### src/rtl/id_ex_pipe_reg.sv
// Decode->execute pipeline register with stall/flush handling and one-cycle load-use bubble insertion.
// Optional macro LOAD_USE_DETECT_EN enables load-use hazard detection; undefined ties load_use low.
module id_ex_pipe_reg #(
    parameter int DATA_W   = 16,
    parameter int REG_AW   = 4,
    parameter int ALU_OP_W = 4
) (
    input  logic                clk,
    input  logic                rst,
    input  logic                id_valid,
    input  logic [DATA_W-1:0]   id_src_data1,
    input  logic [DATA_W-1:0]   id_src_data2,
    input  logic [REG_AW-1:0]   id_src_reg1,
    input  logic [REG_AW-1:0]   id_src_reg2,
    input  logic                id_use1,
    input  logic                id_use2,
    input  logic [REG_AW-1:0]   id_dst_reg,
    input  logic                id_reg_write,
    input  logic                id_mem_read,
    input  logic                id_mem_write,
    input  logic [ALU_OP_W-1:0] id_alu_op,
    input  logic [DATA_W-1:0]   id_imm,
    input  logic                ex_stall,
    input  logic                flush,
    output logic                ex_valid,
    output logic [DATA_W-1:0]   ex_src_data1,
    output logic [DATA_W-1:0]   ex_src_data2,
    output logic [REG_AW-1:0]   ex_src_reg1,
    output logic [REG_AW-1:0]   ex_src_reg2,
    output logic                ex_use1,
    output logic                ex_use2,
    output logic [REG_AW-1:0]   ex_dst_reg,
    output logic                ex_reg_write,
    output logic                ex_mem_read,
    output logic                ex_mem_write,
    output logic [ALU_OP_W-1:0] ex_alu_op,
    output logic [DATA_W-1:0]   ex_imm,
    output logic                id_stall,
    output logic                load_use
);

    typedef struct packed {
        logic                valid;
        logic [DATA_W-1:0]   srcData1;
        logic [DATA_W-1:0]   srcData2;
        logic [REG_AW-1:0]   srcReg1;
        logic [REG_AW-1:0]   srcReg2;
        logic                use1;
        logic                use2;
        logic [REG_AW-1:0]   dstReg;
        logic                regWrite;
        logic                memRead;
        logic                memWrite;
        logic [ALU_OP_W-1:0] aluOp;
        logic [DATA_W-1:0]   imm;
    } stageBundle_t;

    stageBundle_t idBundle;
    stageBundle_t exBundle;
    logic         loadUse;

    assign idBundle = '{
        valid:    id_valid,
        srcData1: id_src_data1,
        srcData2: id_src_data2,
        srcReg1:  id_src_reg1,
        srcReg2:  id_src_reg2,
        use1:     id_use1,
        use2:     id_use2,
        dstReg:   id_dst_reg,
        regWrite: id_reg_write,
        memRead:  id_mem_read,
        memWrite: id_mem_write,
        aluOp:    id_alu_op,
        imm:      id_imm
    };

`ifdef LOAD_USE_DETECT_EN
    // A load into R0 never produces a value a consumer waits on.
    assign loadUse = exBundle.valid & exBundle.memRead & (exBundle.dstReg != '0) & id_valid &
                     ((id_use1 & (id_src_reg1 == exBundle.dstReg)) |
                      (id_use2 & (id_src_reg2 == exBundle.dstReg)));
`else
    assign loadUse = 1'b0;
`endif

    assign load_use = loadUse;
    // Gated by reset so fetch/decode is never held while the core is in reset.
    assign id_stall = rst & (ex_stall | loadUse);

    always_ff @(posedge clk or negedge rst) begin
        if (!rst) begin
            exBundle <= '0;
        end else if (flush) begin
            exBundle <= '0;
        end else if (ex_stall) begin
            exBundle <= exBundle;
        end else if (loadUse) begin
            exBundle <= '0;
        end else begin
            exBundle <= id_valid ? idBundle : '0;
        end
    end

    assign ex_valid     = exBundle.valid;
    assign ex_src_data1 = exBundle.srcData1;
    assign ex_src_data2 = exBundle.srcData2;
    assign ex_src_reg1  = exBundle.srcReg1;
    assign ex_src_reg2  = exBundle.srcReg2;
    assign ex_use1      = exBundle.use1;
    assign ex_use2      = exBundle.use2;
    assign ex_dst_reg   = exBundle.dstReg;
    assign ex_reg_write = exBundle.regWrite;
    assign ex_mem_read  = exBundle.memRead;
    assign ex_mem_write = exBundle.memWrite;
    assign ex_alu_op    = exBundle.aluOp;
    assign ex_imm       = exBundle.imm;

endmodule

### config.mk
export PLATFORM = sky130hd
export DESIGN_NAME = id_ex_pipe_reg
export DESIGN_NICKNAME = d
export VERILOG_FILES = /design/src/rtl/id_ex_pipe_reg.sv
export SDC_FILE = /design/constraint.sdc
export NUM_CORES = 1
export LEC_CHECK = 0
export ABC_AREA = 1
export BUFFER_PORTS_ARGS = -buffer_cell sky130_fd_sc_hd__buf_2
export CORE_MARGIN = 5
export CORE_UTILIZATION = 51
export DETAILED_ROUTE_END_ITERATION = 8
export PLACE_DENSITY = 0.82
export SLEW_MARGIN = 20
export SYNTH_ARGS = -nofsm -noshare
export SYNTH_HDL_FRONTEND = slang
export SYNTH_SLANG_ARGS = --single-unit
### constraint.sdc
create_clock -name clk -period 1 [get_ports clk]
set_input_delay 0.25 -clock clk [delete_from_list [all_inputs] [get_ports clk]]
set_output_delay 0.25 -clock clk [all_outputs]
set_load 0.05 [all_outputs]
==> key figures <==
Detailed routing
  • Residual DRC: 0
  • WL/cell: 14.2 µm
  • Via count: 3505
  • Drt total wl: 10100 µm
  • Via density: 4.93
  • 1st-pass router iterations: 4
  • ANT nets after route: 0
  • Initial DRC count: 163

Global route
  • GR Overflow Total: 0
  • First-pass GRT wire length: 15900 µm
  • Antenna violations before repair: 0
  • Largest net degree at the start of global routing: 41
  • Vias in the first global route: 3344
  • Tot GR Track Use: 23.5%

Worst setup path
  • CP Cell Sequence: buf_6
  • Top delay family on crit path: flip-flops
  • WS Path Type: reg2out
  • Critical path startpoint category: flop
  • Crit path largest cell delay: 420 ps
  • CP required: 750 ps
  • Crit end category: output port
  • CP max stage cell: dfrtp_1
  • Count of buffer and inverter cells on the critical path: 1
  • Critical path peak fanout: 2
  • R2R setup slack: 110 ps
  • Crit path DAT: 920 ps

Synth
  • Mapped Nets: 529
  • Post-synthesis sequential area ratio: 53.3%
  • Mapped Area: 3290 µm²
  • Yosys reg bits: 70
  • YS warnings: 0
  • Unique masters post-synth: 12
  • Gate Count Post-Synth: 455
  • Avg Inst Size Synth: 7.23 µm²

Job
  • Max Cap Viol: 0

Layout
  • N_diodes: 0
  • Fillcell total: 419
  • Post-Layout Inst Area: 5050 µm²
  • Share of cells above drive strength 1: 33.4%
  • Final Util: 80.0%
  • Finished Layout Cells: 711
  • Nets: 703
  • Synth-to-layout area growth: 53.6%

Pwr
  • Clock Power Share: 38.2%
  • Internal power: 5.52 mW
  • Highest ir drop seen on vdd: 1.16 mV
  • Psw: 2.22 mW
  • Leak Pwr: 2.98 nW
  • Tot Pwr: 7.75 mW
  • Logic gate share of total power: 21.9%
  • Sw frac: 28.7%
  • Register share of total power: 39.9%
  • Pwr Density: 1530 nW/µm²

Placement
  • DP Wirelength: 6260 µm
  • Count of buffers from port buffering: 144
  • GP Congestion: 0.808
  • Placed Cells: 660
  • Placed inst area: 4080 µm²

STA
  • F_max: 854 MHz
  • RSZ-0062 raised after global routing: yes
  • Final hold violations: 0
  • Slew Viols, Final: 0
  • Final Cycle Share: 117%
  • Crit path time final: 1170 ps
  • Worst setup margin: -171 ps
  • Clock Skews: 0 ps
  • Setup tns final: -9840 ps
  • Final setup fails: 70

Floorplanning
  • Initial Util: 52.1%
  • Ports: 146
  • Cell Rows: 29
  • Total die area: 8160 µm²
  • Die X: 90.3 µm
  • Die height: 90.3 µm
  • Core area: 6310 µm²

Outcome
  • Status: finished, violations left
  • Failing checks: negative setup slack

CTS
  • Clock-pin transition on the worst setup and hold timing paths: 80 ps
  • Clock latency on the worst-skew pair: 330 ps
  • CTS Sinks: 70
  • CTS buffer count: 9
  • Clock buffer depth: 2
  • Htree depth: 3
  • CTS tree: yes
  • Cell chosen for the clock root: clkbuf_8

Hold path
  • HP Class: in2async
-- cells in the mapped netlist --
cell | n | share of area [%]
buf_2 | 17 | 2.6
buf_4 | 8 | 1.8
buf_6 | 4 | 1.4
clkbuf_1 | 2 | 0.23
conb_1 | 1 | 0.11
dfrtp_1 | 70 | 53
inv_1 | 1 | 0.11
inv_2 | 2 | 0.23
nand2_1 | 279 | 32
nand2_4 | 1 | 0.34
nand3b_1 | 1 | 0.23
nor2_1 | 69 | 7.9
-- final cells by class --
cell class	instances	area, µm²	share of cell area, %
inverters	3	11.3	0.223
clock inverters	6	134	2.65
clock buffers	10	128	2.53
flip-flops and latches	70	1750	34.7
multi-input cells	351	1330	26.3
well taps	77	96.3	1.91
repair buffers	194	1600	31.7
-- routing by layer --
| layer | track usage (%) | part of all wire, % | vias up |
|---|---|---|---|
| li1 | - | - | 1688 |
| met1 | 30.0 | 41 | 1647 |
| met2 | 38.9 | 51 | 150 |
| met3 | 5.00 | 5.9 | 20 |
| met4 | 9.18 | 2.0 | 0 |
| met5 | 0 | 0 | - |
-- power groups by stage --
stage | logic, mW | clock network, mW | registers (mW)
after CTS | 1.64 | 3.00 | 3.09
after global placement | 1.37 | 0 | 3.11
after global routing | 1.81 | 3.14 | 3.10
final | 1.69 | 2.96 | 3.09
after detailed placement | 1.40 | 0 | 3.11
after floorplan | 0.411 | 0 | 3.62
-- final timing paths --
path / from / endpoint / depth (start not counted)
max reg2reg: ex_imm[11] / ex_imm[11] / 4
min reg2reg: ex_src_data1[14] / ex_src_data1[14] / 2
max: ex_imm[11] / ex_imm[11] / 1
min: rst / ex_imm[10] / 3
min in group clk: id_imm[13] / ex_imm[13] / 5
max in group asynchronous: rst / ex_mem_write / 3
-- what timing repair did --
item	in CTS	in global routing
hold buffers	0	0
resized for setup	141	1
setup endpoints to repair	71	71
setup buffers	21	14
-- cells in the final DEF, fill, tap and decap left out, types with 2 or more instances in the layout --
cell	Yosys	routed
buf_12	0	5
buf_2	17	73
buf_4	8	45
buf_6	4	71
bufinv_16	0	4
clkbuf_8	0	9
dfrtp_1	70	70
inv_2	2	2
nand2_1	279	279
nor2_1	69	69
-- through the flow --
stage               hold slack (ps)  worst slack, ps
floorplan                     -45.6             57.9
global placement                435            -5.00
detailed placement              427            -58.3
CTS                            59.1             -172
global route                   88.4             -209
finish                         61.8             -171
-- kinds of logic after synthesis --
kind of cell | count (synthesis) | share of synthesized area (%)
AND/OR/NAND/NOR | 350 | 40.3
flip-flops | 70 | 53.3
buffers and inverters | 34 | 6.35
other | 1 | 0.114
(Power assumes the default switching activity.)
